`src/rtl/ip_defs.sv`:
```
// Shared IPv4 receive constants: protocol numbers, state encoding, drop codes and
// the one's-complement adder used by the IP/UDP/ICMP checksum accumulators.
package ip_defs;

  localparam logic [7:0]  IP_PROTO_ICMP = 8'd1;
  localparam logic [7:0]  IP_PROTO_UDP  = 8'd17;
  localparam logic [3:0]  IP_VERSION    = 4'd4;
  localparam logic [31:0] IP_BCAST      = 32'hFFFF_FFFF;
  localparam logic [4:0]  IP_MIN_HDR    = 5'd20;

  localparam logic [1:0] ST_IDLE    = 2'd0;
  localparam logic [1:0] ST_HEADER  = 2'd1;
  localparam logic [1:0] ST_PAYLOAD = 2'd2;
  localparam logic [1:0] ST_DISCARD = 2'd3;

  localparam logic [2:0] DROP_NONE  = 3'd0;
  localparam logic [2:0] DROP_HDR   = 3'd1;
  localparam logic [2:0] DROP_CSUM  = 3'd2;
  localparam logic [2:0] DROP_FRAG  = 3'd3;
  localparam logic [2:0] DROP_PROTO = 3'd4;
  localparam logic [2:0] DROP_ADDR  = 3'd5;
  localparam logic [2:0] DROP_TRUNC = 3'd6;

  function automatic logic [15:0] csum_add(input logic [15:0] a, input logic [15:0] b);
    logic [16:0] s;
    s = {1'b0, a} + {1'b0, b};
    return s[15:0] + {15'd0, s[16]};
  endfunction

endpackage

```
`src/rtl/ip_csum_acc.sv`:
```
// Byte-wise 16-bit one's-complement accumulator. Even-phase bytes form the high half
// of a word; o_sum already includes the word completed by the current odd byte.
module ip_csum_acc
  import ip_defs::*;
(
  input  logic        clock,
  input  logic        reset,
  input  logic        i_clear,
  input  logic        i_strobe,
  input  logic        i_odd,
  input  logic [7:0]  i_data,
  output logic [15:0] o_sum
);

  logic [7:0]  r_hi;
  logic [15:0] r_sum;
  logic [15:0] w_base;

  assign w_base = i_clear ? 16'd0 : r_sum;
  assign o_sum  = (i_strobe && i_odd) ? csum_add(w_base, {r_hi, i_data}) : w_base;

  always_ff @(posedge clock or negedge reset) begin
    if (!reset) begin
      r_hi  <= 8'd0;
      r_sum <= 16'd0;
    end else begin
      r_sum <= o_sum;
      if (i_strobe && !i_odd) r_hi <= i_data;
    end
  end

endmodule

```
`src/rtl/ip_recv.sv`:
```
// IPv4 receive layer: validates and strips the header (options included), latches the
// fields the upper layers need and forwards payload bytes of accepted packets.
module ip_recv
  import ip_defs::*;
#(
  parameter bit CHECK_CSUM             = 1'b1,
  parameter bit ACCEPT_ANY_WHEN_UNCONF = 1'b1
) (
  input  logic        clock,
  input  logic        reset,
  input  logic        rx_enable,
  input  logic [7:0]  data_in,
  input  logic [31:0] local_ip,
  output logic        active,
  output logic [7:0]  data_out,
  output logic        is_icmp,
  output logic        is_udp,
  output logic [31:0] remote_ip,
  output logic [31:0] to_ip,
  output logic        is_broadcast,
  output logic [15:0] payload_length,
  output logic        drop,
  output logic [2:0]  drop_reason
);

  logic [1:0]  r_state;
  logic [15:0] r_byte_no;
  logic [3:0]  r_ihl;
  logic [15:0] r_total_len;
  logic        r_frag_bad;
  logic [7:0]  r_proto;
  logic [31:0] r_src;
  logic [31:0] r_dst;
  logic        r_active;
  logic [7:0]  r_data;
  logic        r_is_icmp;
  logic        r_is_udp;
  logic [31:0] r_remote_ip;
  logic [31:0] r_to_ip;
  logic        r_bcast;
  logic [15:0] r_plen;
  logic        r_drop;
  logic [2:0]  r_reason;

  logic [15:0] w_hdr_len;
  logic        w_last_hdr;
  logic [31:0] w_dst_full;
  logic [15:0] w_csum;
  logic        w_csum_clear;
  logic        w_csum_strobe;
  logic        w_byte0_ok;
  logic        w_addr_ok;
  logic [2:0]  w_reason;

  assign w_hdr_len     = {10'd0, r_ihl, 2'b00};
  assign w_last_hdr    = (r_byte_no == w_hdr_len - 16'd1);
  // With a 20-byte header the last destination byte is still on data_in at decision time.
  assign w_dst_full    = (r_byte_no == 16'd19) ? {r_dst[23:0], data_in} : r_dst;
  assign w_csum_clear  = (r_state == ST_IDLE);
  assign w_csum_strobe = rx_enable && ((r_state == ST_IDLE) || (r_state == ST_HEADER));
  assign w_byte0_ok    = (data_in[7:4] == IP_VERSION) &&
                         ({data_in[3:0], 2'b00} >= {1'b0, IP_MIN_HDR});
  assign w_addr_ok     = (w_dst_full == local_ip) || (w_dst_full == IP_BCAST) ||
                         (ACCEPT_ANY_WHEN_UNCONF && (local_ip == 32'd0));

  ip_csum_acc u_csum (
    .clock   (clock),
    .reset   (reset),
    .i_clear (w_csum_clear),
    .i_strobe(w_csum_strobe),
    .i_odd   (r_byte_no[0]),
    .i_data  (data_in),
    .o_sum   (w_csum)
  );

  always_comb begin
    w_reason = DROP_NONE;
    if (r_total_len < w_hdr_len)                 w_reason = DROP_HDR;
    else if (CHECK_CSUM && (w_csum != 16'hFFFF)) w_reason = DROP_CSUM;
    else if (r_frag_bad)                         w_reason = DROP_FRAG;
    else if ((r_proto != IP_PROTO_ICMP) && (r_proto != IP_PROTO_UDP)) w_reason = DROP_PROTO;
    else if (!w_addr_ok)                         w_reason = DROP_ADDR;
  end

  always_ff @(posedge clock or negedge reset) begin
    if (!reset) begin
      r_state     <= ST_IDLE;
      r_byte_no   <= 16'd0;
      r_ihl       <= 4'd0;
      r_total_len <= 16'd0;
      r_frag_bad  <= 1'b0;
      r_proto     <= 8'd0;
      r_src       <= 32'd0;
      r_dst       <= 32'd0;
      r_active    <= 1'b0;
      r_data      <= 8'd0;
      r_is_icmp   <= 1'b0;
      r_is_udp    <= 1'b0;
      r_remote_ip <= 32'd0;
      r_to_ip     <= 32'd0;
      r_bcast     <= 1'b0;
      r_plen      <= 16'd0;
      r_drop      <= 1'b0;
      r_reason    <= DROP_NONE;
    end else begin
      r_drop    <= 1'b0;
      r_active  <= 1'b0;
      r_byte_no <= rx_enable ? r_byte_no + 16'd1 : 16'd0;
      if (!rx_enable) begin
        r_state <= ST_IDLE;
        if ((r_state == ST_HEADER) || (r_state == ST_PAYLOAD)) begin
          r_drop   <= 1'b1;
          r_reason <= DROP_TRUNC;
        end
      end else begin
        case (r_state)
          ST_IDLE: begin
            r_ihl <= data_in[3:0];
            if (w_byte0_ok) begin
              r_state <= ST_HEADER;
            end else begin
              r_state  <= ST_DISCARD;
              r_drop   <= 1'b1;
              r_reason <= DROP_HDR;
            end
          end
          ST_HEADER: begin
            case (r_byte_no)
              16'd2:  r_total_len[15:8] <= data_in;
              16'd3:  r_total_len[7:0]  <= data_in;
              16'd6:  r_frag_bad <= data_in[5] | (|data_in[4:0]);
              16'd7:  r_frag_bad <= r_frag_bad | (|data_in);
              16'd9:  r_proto <= data_in;
              16'd12, 16'd13, 16'd14, 16'd15: r_src <= {r_src[23:0], data_in};
              16'd16, 16'd17, 16'd18, 16'd19: r_dst <= {r_dst[23:0], data_in};
              default: ;
            endcase
            if (w_last_hdr) begin
              if (w_reason != DROP_NONE) begin
                r_state  <= ST_DISCARD;
                r_drop   <= 1'b1;
                r_reason <= w_reason;
              end else begin
                r_is_icmp   <= (r_proto == IP_PROTO_ICMP);
                r_is_udp    <= (r_proto == IP_PROTO_UDP);
                r_remote_ip <= r_src;
                r_to_ip     <= w_dst_full;
                r_bcast     <= (w_dst_full == IP_BCAST);
                r_plen      <= r_total_len - w_hdr_len;
                // An empty payload is accepted but has nothing to forward.
                r_state     <= (r_total_len == w_hdr_len) ? ST_DISCARD : ST_PAYLOAD;
              end
            end
          end
          ST_PAYLOAD: begin
            r_active <= 1'b1;
            r_data   <= data_in;
            if (r_byte_no == r_total_len - 16'd1) r_state <= ST_DISCARD;
          end
          default: ;
        endcase
      end
    end
  end

  assign active         = r_active;
  assign data_out       = r_data;
  assign is_icmp        = r_is_icmp;
  assign is_udp         = r_is_udp;
  assign remote_ip      = r_remote_ip;
  assign to_ip          = r_to_ip;
  assign is_broadcast   = r_bcast;
  assign payload_length = r_plen;
  assign drop           = r_drop;
  assign drop_reason    = r_reason;

endmodule

```
`config.mk`:
```
export PLATFORM = sky130hd
export DESIGN_NAME = ip_recv
export DESIGN_NICKNAME = d
export VERILOG_FILES = /design/src/rtl/ip_defs.sv /design/src/rtl/ip_csum_acc.sv /design/src/rtl/ip_recv.sv
export SDC_FILE = /design/constraint.sdc
export NUM_CORES = 1
export LEC_CHECK = 0
export ABC_AREA = 1
export BUFFER_PORTS_ARGS = -buffer_cell sky130_fd_sc_hd__buf_4
export CAP_MARGIN = 20
export CORE_MARGIN = 4
export CORE_UTILIZATION = 36
export CTS_BUF_LIST = sky130_fd_sc_hd__clkbuf_16
export CTS_CLUSTER_DIAMETER = 80
export DETAILED_ROUTE_END_ITERATION = 12
export SYNTH_ARGS = -nofsm -noshare
export SYNTH_HDL_FRONTEND = slang
export SYNTH_SLANG_ARGS = --single-unit
```
`constraint.sdc`:
```
create_clock -name clock -period 14.8 [get_ports clock]
set_clock_uncertainty 0.05 [all_clocks]
set_input_delay 1.48 -clock clock [delete_from_list [all_inputs] [get_ports clock]]
set_output_delay 1.48 -clock clock [all_outputs]
set_load 0.03 [all_outputs]
```
==> metrics, run 1 <==
Max Freq 139 MHz; FP Rows 69; Gates resized, CTS repair 0; slew margin rel. 30.6%; Slew @ Worst Pin 1040 ps; CP max-delay cell buf_4; via density per instance 5.00; cell area after synthesis 13200 sq um; Routed WL per cell 16.8 microns; largest net degree at the start of global routing 122; Initial Util 36.9%; MaxCap Viol Count 0; Worst EP required 15230 ps; Max H-tree Level 1; critical path's top delay family simple AND/OR/NAND/NOR gates; initial antenna violation count 0; P&R area growth vs syn 16.4%; final worst setup slack 7600 ps; worst vdd ir 0.000100 V; Final Hold Slack 421 ps; leak pwr 7.43 nW; FFs w/ async S/R, synth 100%; vias in the first global route 10900; TritonCTS clock tree built; area post-placement 14600 sq um; first-pass GRT wire length 61.9 mm; Mapped Cells 1729; total number of vias 11600; Critical Path Sink Type register; Routed Antenna Nets 0; Arr. time, crit path 7630 ps; sequential area share after synthesis 43.6%; Setup crit start kind register; WS Path Type register to register; top_reg_cell synth dfrtp_1; CTS Hold Buffers Added 0; DR iter-0 viols 879; Worst Path Buf+Inv 6; Synth Warn # 0; GP Congestion 0.957; drt pass-1 iters 6; Setup Slack @ Placement 7070 ps; Net Count, Synth 1800; fin nets 1918; post-CTS setup buffers 0; Tmin final 7200 ps; synthesized area per cell 7.66 sq um; status finished, final reports clean; GRT overflow 0; Hold Path Class register to register; DIE AREA 39900 sq um; # IOs 139; RSZ-0062 raised after global routing no; CTS Sinks 231; die extent in x 200 microns; Pwr per Cell Area 146 nW/um^2; Worst-path clk slew 60 ps; Final Util 42.9%; port buffer count 138; post-DP HPWL 28.9 mm; die height 200 microns; CP most frequent cell nand2_1; total power 2.25 mW; GRT Overall Usage 19.6%; Bufs on Longest Clock Path 3; Final Hold Viols 0; fin crit share 48.7%; antenna cells 0; CTS Root Buffer Type clkbuf_16; Post-Layout Inst Area 15400 sq um; Post-synth EDFFs 0; Core Region 35900 sq um; Synth cell types 51; number of buffers created by CTS 27; Max stage delay on crit path 810 ps; fraction of layout cells with a size suffix above 1 17.4%; wirelength, routed 39.2 mm; dpl cells 2278; fin cells 2327; Max Slew Vio Count 0; setup TNS 0 ps; residual DRC count 0; clock insertion delay at the later pin of the skew report 560 ps; CP max FO 96; Seq cells post-synth 231; Setup-failing EPs final 0
## synthesized netlist by cell type (2+ instances only)
cell type | n | area share, %
a2111oi_0 | 3 | 0.20
a211oi_1 | 3 | 0.17
a21oi_1 | 24 | 0.91
a21oi_4 | 2 | 0.25
a221oi_1 | 3 | 0.20
buf_2 | 14 | 0.53
buf_6 | 12 | 1.0
buf_8 | 2 | 0.23
clkbuf_1 | 28 | 0.79
clkinv_1 | 2 | 0.057
dfrtp_1 | 231 | 44
fa_1 | 2 | 0.30
ha_1 | 26 | 2.5
inv_1 | 214 | 6.1
inv_2 | 10 | 0.28
nand2_1 | 483 | 14
nand2_2 | 47 | 2.2
nand3_1 | 77 | 2.9
nand3_2 | 8 | 0.60
nand3_4 | 5 | 0.66
nand3b_1 | 2 | 0.11
nand4_1 | 43 | 2.0
nor2_1 | 122 | 3.5
nor2_2 | 6 | 0.28
nor2_4 | 3 | 0.25
nor3_1 | 19 | 0.72
nor4_1 | 14 | 0.66
o21a_1 | 3 | 0.17
o21ai_0 | 141 | 5.3
o21ai_1 | 59 | 2.2
o21ai_2 | 40 | 2.6
o21bai_1 | 3 | 0.17
o31ai_1 | 2 | 0.11
or2_1 | 4 | 0.19
or2_2 | 15 | 0.71
xnor2_1 | 16 | 1.1
xor2_1 | 27 | 1.8
## flip-flops by register name, summed over array words and instances, names as in the netlist, 16 cells and up
register,cells
r_byte_no,16
payload_length,16
r_total_len,16
u_csum.r_sum,16
r_dst,32
remote_ip,32
r_src,32
to_ip,32
## cell usage in the layout, fill, tap and decap left out, types with 2 or more instances in the layout
| cell type | count |
|---|---|
| a2111oi_0 | 2 |
| inv_2 | 10 |
| fa_1 | 2 |
| dfrtp_1 | 231 |
| nand2_1 | 482 |
| inv_1 | 220 |
| nand3b_1 | 2 |
| nand2_2 | 48 |
| nand4_1 | 43 |
| nand3_2 | 8 |
| xor2_1 | 27 |
| nor2_2 | 6 |
| o21bai_1 | 3 |
| a21oi_1 | 24 |
| or2_2 | 15 |
| a211oi_1 | 3 |
| clkinv_1 | 7 |
| a221oi_1 | 3 |
| nor4_1 | 14 |
| or2_1 | 4 |
| o21ai_2 | 40 |
| nand3_4 | 5 |
| o21ai_1 | 59 |
| o31ai_1 | 2 |
| nand3_1 | 77 |
| o21a_1 | 3 |
| xnor2_1 | 16 |
| buf_4 | 144 |
| a21oi_4 | 2 |
| nor2_1 | 122 |
| nor3_1 | 19 |
| o21ai_0 | 141 |
| nor2_4 | 3 |
| clkinv_2 | 3 |
| clkbuf_16 | 27 |
| clkinvlp_4 | 4 |
| ha_1 | 26 |
## cells by family (layout without fill, tap and decap cells)
group | Yosys count | count (layout) | share of synthesized area, %
simple gates | 852 | 852 | 28.8
compound gates | 291 | 291 | 12.9
buf+inv | 284 | 421 | 9.08
flops | 231 | 231 | 43.6
xor+xnor | 43 | 43 | 2.84
fa+ha+maj | 28 | 28 | 2.76
## worst register-to-register path: cells and delay by family (launching register included)
kind	cells	cell delay, ps
DFF	1	360
AOI/OAI and AO/OA	1	90
and+or+nand+nor	31	3240
buffers and inverters	6	2140
adders and majority gates	4	1250
## final timing paths
kind	slack [ps]	start	cells after the start	to
worst max-delay path	7600	r_state[0]	42	is_icmp
worst min-delay path	420	is_broadcast	2	is_broadcast
worst max register to register	7600	r_state[0]	42	is_icmp
worst min register to register	420	is_broadcast	2	is_broadcast
max in group asynchronous	12370	reset	2	data_out[3]
min in group asynchronous	960	reset	1	remote_ip[11]
## per-layer routing
metal	global-route usage, %	share of wire (%)	routed length, microns	up-vias
met1	28.8	47	18400	5475
met2	31.1	45	17800	309
met4	4.50	2.5	964	0
li1	-	-	-	5788
met3	2.48	5.2	2050	59
met5	0	0	0	-
## report_power, final
| group | internal [mW] | switching [mW] |
|---|---|---|
| logic | 0.284 | 0.568 |
| clock network | 0.350 | 0.276 |
| registers | 0.701 | 0.0727 |
## layout make-up
class / count / area [sq um]
Fill cell: 3692 / 20500
Multi-Input combinational cell: 1214 / 6270
Sequential cell: 231 / 5780
Timing Repair Buffer: 146 / 1120
Inverter: 227 / 855
Clock buffer: 27 / 676
Tap cell: 461 / 577
Clock inverter: 21 / 145
No activity file was read; power rests on OpenSTA's default activity.
==> run 2, diff against run 1 <==
clock period = 6.3 ns   (was 14.8 ns; I/O delays follow)
==> run 2 against run 1 <==
Compared with the run above:
- register-to-register slack lost 6900 ps
- worst setup slack lost 6900 ps
- routed wire length is 1.5% lower
- combinational power increased by 140%
- maximum frequency up 29%
- clock power rose to 2.6 times the previous value
- die area unchanged
- non-clock buffer count is 15 higher
==> metrics, run 2 (synthesis gave the netlist of run 1 again) <==
CP max FO 54; Internal 3.32 mW; area post-placement 14700 sq um; number of buffers created by CTS 26; antenna cells 0; Slew @ Worst Pin 1090 ps; port buffer count 138; Max Slew Vio Count 0; area occupied by registers 5780 sq um; fin cells 2343; Multi-input gate area 6290 sq um; Tmin final 5590 ps; clock insertion delay at the later pin of the skew report 540 ps; slew margin rel. 26.5%; drt pass-1 iters 5; dpl cells 2288; Filler cells 3628; # IOs 139; worst vdd ir 0.000207 V; Pwr per Cell Area 346 nW/um^2; post-DP HPWL 28.7 mm; total number of vias 11600; Worst-path clk slew 60 ps; Setup crit start kind register; CTS Root Buffer Type clkbuf_16; Max H-tree Level 1; NetSw 2.13 mW; P&R area growth vs syn 18.7%; switch share 39.1%; met1 Use GR 26.7%; die height 200 microns; Routed Antenna Nets 0; via density per instance 4.97; GRT met3 Usage 2.77%; initial antenna violation count 1; Max Freq 179 MHz; residual DRC count 0; RSZ-0062 raised after global routing no; WS Path Type register to register; die extent in x 200 microns; Worst EP required 6640 ps; most frequent cells in the layout nand2_1, dfrtp_1, inv_1; setup TNS 0 ps; fraction of layout cells with a size suffix above 1 18.3%; met2 usage 31.1%; Logic pwr share 37.1%; Critical Path Sink Type register; vias in the first global route 11100; Final Hold Viols 0; Max stage delay on crit path 380 ps; Flop pwr share 33.2%; CTS Hold Buffers Added 0; GRT busiest layer met2; first-pass GRT wire length 60.9 mm; Routed WL per cell 16.5 microns; most common cell after layout, fill and taps aside nand2_1; Bufs on Longest Clock Path 3; CP most frequent cell nand2_1; leak pwr 7.59 nW; CTS Sinks 231; GP Congestion 0.933; CP max-delay cell dfrtp_1; Hold Path Class input pin to asynchronous set/reset pin; Core Region 35900 sq um; fin crit share 88.7%; Setup-failing EPs final 0; Final Util 43.8%; GRT overflow 0; DIE AREA 39900 sq um; status finished, final reports clean; Arr. time, crit path 5930 ps; Final Hold Slack 17.4 ps; FP Rows 69; Initial Util 36.9%; TritonCTS clock tree built; wirelength, routed 38.6 mm; largest net degree at the start of global routing 151; GRT Overall Usage 19.0%; MaxCap Viol Count 0; DR iter-0 viols 923; Post-Layout Inst Area 15700 sq um; fin nets 1933; clock power share 29.8%
run 2: changes by cell type in the layout (fill, tap and decap cells not counted), sizes merged:
cell / delta
clkbuf: -1
inv: -3
nand3: +1
bufinv: +5
clkinvlp: -4
buf: +15
clkinv: +3
run 2: metrics by stage:
stage          worst slack [ps]  total power [mW]
2_1_floorplan              1520              3.29
3_3_place_gp                537              3.81
3_5_place_dp                391              3.82
4_1_cts                     359              5.47
5_1_grt                    8.14              5.82
6_report                    712              5.44
run 2: timing repair:
item / 4_1_cts / 5_1_grt
resized for setup: 0 / 3
setup buffers: 0 / 5
endpoints found under the setup margin: 0 / 83
run 2: critical path: cells and delay by family, from the launching register on:
family / cells / cell delay [ps]
AOI/OAI and AO/OA: 2 / 230
DFF: 1 / 380
and+or+nand+nor: 25 / 2910
adders and majority gates: 5 / 1220
buffers and inverters: 6 / 620
run 2: worst paths after layout:
path / start / end / slack [ps] / cells after the start
worst max-delay path: r_state[1] / to_ip[2] / 710 / 38
min in group clock: rx_enable / r_byte_no[1] / 360 / 3
max in group asynchronous: reset / u_csum.r_hi[1] / 4950 / 2
worst min-delay path: reset / remote_ip[10] / 20 / 1
worst min register to register: r_src[17] / r_src[17] / 430 / 2
worst max register to register: r_state[1] / to_ip[2] / 710 / 38
run 2: power groups by stage:
| stage | registers (mW) | clock network [mW] | logic (mW) |
|---|---|---|---|
| 2_1_floorplan | 1.84 | 0 | 1.45 |
| 3_3_place_gp | 1.82 | 0 | 1.98 |
| 3_5_place_dp | 1.82 | 0 | 2.00 |
| 4_1_cts | 1.80 | 1.66 | 2.01 |
| 5_1_grt | 1.83 | 1.72 | 2.27 |
| 6_report | 1.81 | 1.62 | 2.02 |
run 2: area by class of cell:
class	count	area share, %
clock buffer	26	4.14
clock inverter	22	1.68
inverter	227	5.45
multi-input combinational	1215	40.0
sequential	231	36.8
tap	461	3.67
timing repair buffer	161	8.29
run 2: metal layers:
metal  share of wire, %  up-vias
li1                   -     5837
met1                 47     5437
met2                 46      321
met3                5.4       54
met4                2.3        0
met5                  0        -
==> run 3, diff against run 2 <==
RECOVER_POWER = 100   (was unset)
==> run 3 against run 2 <==
Compared with the run above:
- the run now ends with max-capacitance violations, max-slew violations left
- non-clock buffer count stayed put
- global-route usage stayed put
- sequential share of layout area is 1.0 points higher
- maximum frequency is 2.5% lower
- count of clock-buffer cells in the layout stayed put
- cell area is 2.8% lower
- sequential cell count stayed put
- sequential power hardly changed
- combinational power is 2% lower
- via count is 0.43% higher
==> metrics, run 3 (synthesis gave the netlist of run 1 again) <==
GRT overflow 0; TritonCTS clock tree built; Filler cells 3728; Routed WL per cell 16.5 microns; fin nets 1933; via density per instance 4.99; status complete, but fails checks; worst vdd ir 0.000208 V; post-DP HPWL 28.7 mm; P&R area growth vs syn 15.4%; MaxCap Viol Count 3; area post-placement 14700 sq um; CTS Root Buffer Type clkbuf_16; Worst-path clk slew 60 ps; Arr. time, crit path 6070 ps; largest net degree at the start of global routing 151; RSZ-0062 raised after global routing no; die extent in x 200 microns; DR iter-0 viols 869; die height 200 microns; Worst EP required 6640 ps; # IOs 139; slew margin rel. -197%; fraction of layout cells with a size suffix above 1 12.5%; FP Rows 69; setup TNS 0 ps; Hold Path Class input pin to register; Multi-input gate area 6250 sq um; Setup-failing EPs final 0; fin crit share 91.0%; CTS Hold Buffers Added 0; CP max-delay cell dfrtp_1; vias in the first global route 11100; drt pass-1 iters 8; GP Congestion 0.933; Post-Layout Inst Area 15300 sq um; failing checks max-capacitance violations, max-slew violations; first-pass GRT wire length 60.9 mm; Bufs on Longest Clock Path 3; Max Freq 174 MHz; most frequent cells in the layout nand2_1, dfrtp_1, inv_1; Slew @ Worst Pin 4460 ps; GRT Overall Usage 19.0%; Tmin final 5730 ps; Setup crit start kind register; Max H-tree Level 1; CP max FO 54; port buffer count 138; Initial Util 36.9%; WS Path Type register to register; clock insertion delay at the later pin of the skew report 540 ps; Routed Antenna Nets 0; Final Hold Viols 0; wirelength, routed 38.7 mm; CP most frequent cell nand2_1; Core Region 35900 sq um; number of buffers created by CTS 26; Max stage delay on crit path 380 ps; Pwr per Cell Area 353 nW/um^2; most common cell after layout, fill and taps aside nand2_1; area occupied by registers 5780 sq um; CTS Sinks 231; Final Util 42.6%; residual DRC count 0; leak pwr 7.17 nW; antenna cells 0; Max Slew Vio Count 206; initial antenna violation count 1; total number of vias 11700; Critical Path Sink Type register; DIE AREA 39900 sq um
==> run 3: changes by cell type in the layout (fill, tap and decap cells not counted), sizes merged <==
cell    delta
buf      -100
clkbuf   +100
==> run 3: worst max-delay path, delay by kind of cell (launching register included) <==
| family | cells | cell delay (ps) |
|---|---|---|
| and+or+nand+nor | 25 | 3040 |
| AOI/OAI and AO/OA | 2 | 230 |
| DFF | 1 | 380 |
| adders and majority gates | 5 | 1220 |
| buffers and inverters | 6 | 630 |
==> run 3: per-stage QoR <==
step           setup slack, ps  std cells  total power [mW]  hold WS, ps
2_1_floorplan             1520       1729              3.29          284
3_3_place_gp               537       2288              3.81          410
3_5_place_dp               391       2288              3.82          423
4_1_cts                    359       2336              5.47         32.6
5_1_grt                   4.66       2343              5.76          415
6_report                   566       2343              5.39          388
==> run 3: repair_timing <==
action	4_1_cts	5_1_grt
endpoints found under the hold margin	0	0
gates resized for setup	0	3
setup buffers	0	5
setup endpoints to repair	0	83
==> run 3: where the power goes <==
group          leakage (nW)  switching, mW  total (mW)  internal (mW)
combinational          3.57           1.33        1.97          0.637
clock                 0.469          0.626        1.62          0.996
sequential             3.13          0.159        1.81           1.65
==> run 3: area by class of cell <==
cell class | instances | area share, %
Inverter | 227 | 5.61
Multi-Input combinational cell | 1215 | 40.9
Clock inverter | 22 | 1.73
Clock buffer | 26 | 4.26
Sequential cell | 231 | 37.8
Tap cell | 461 | 3.77
Timing Repair Buffer | 161 | 5.94
==> run 3: path summary, 6_finish.rpt <==
check	end	cells after the start	start	slack [ps]
worst max-delay path	to_ip[2]	38	r_state[1]	570
worst min-delay path	data_out[7]	3	data_in[7]	390
worst max register to register	to_ip[2]	38	r_state[1]	570
worst min register to register	r_src[17]	2	r_src[17]	430
max in group asynchronous	payload_length[6]	1	reset	2070
min in group asynchronous	remote_ip[8]	1	reset	1620
==> run 3: routing by layer <==
layer	track usage [%]	wire (microns)
met2	31.1	17600
met1	26.7	17900
met3	2.77	2190
met4	4.45	969
met5	0	0
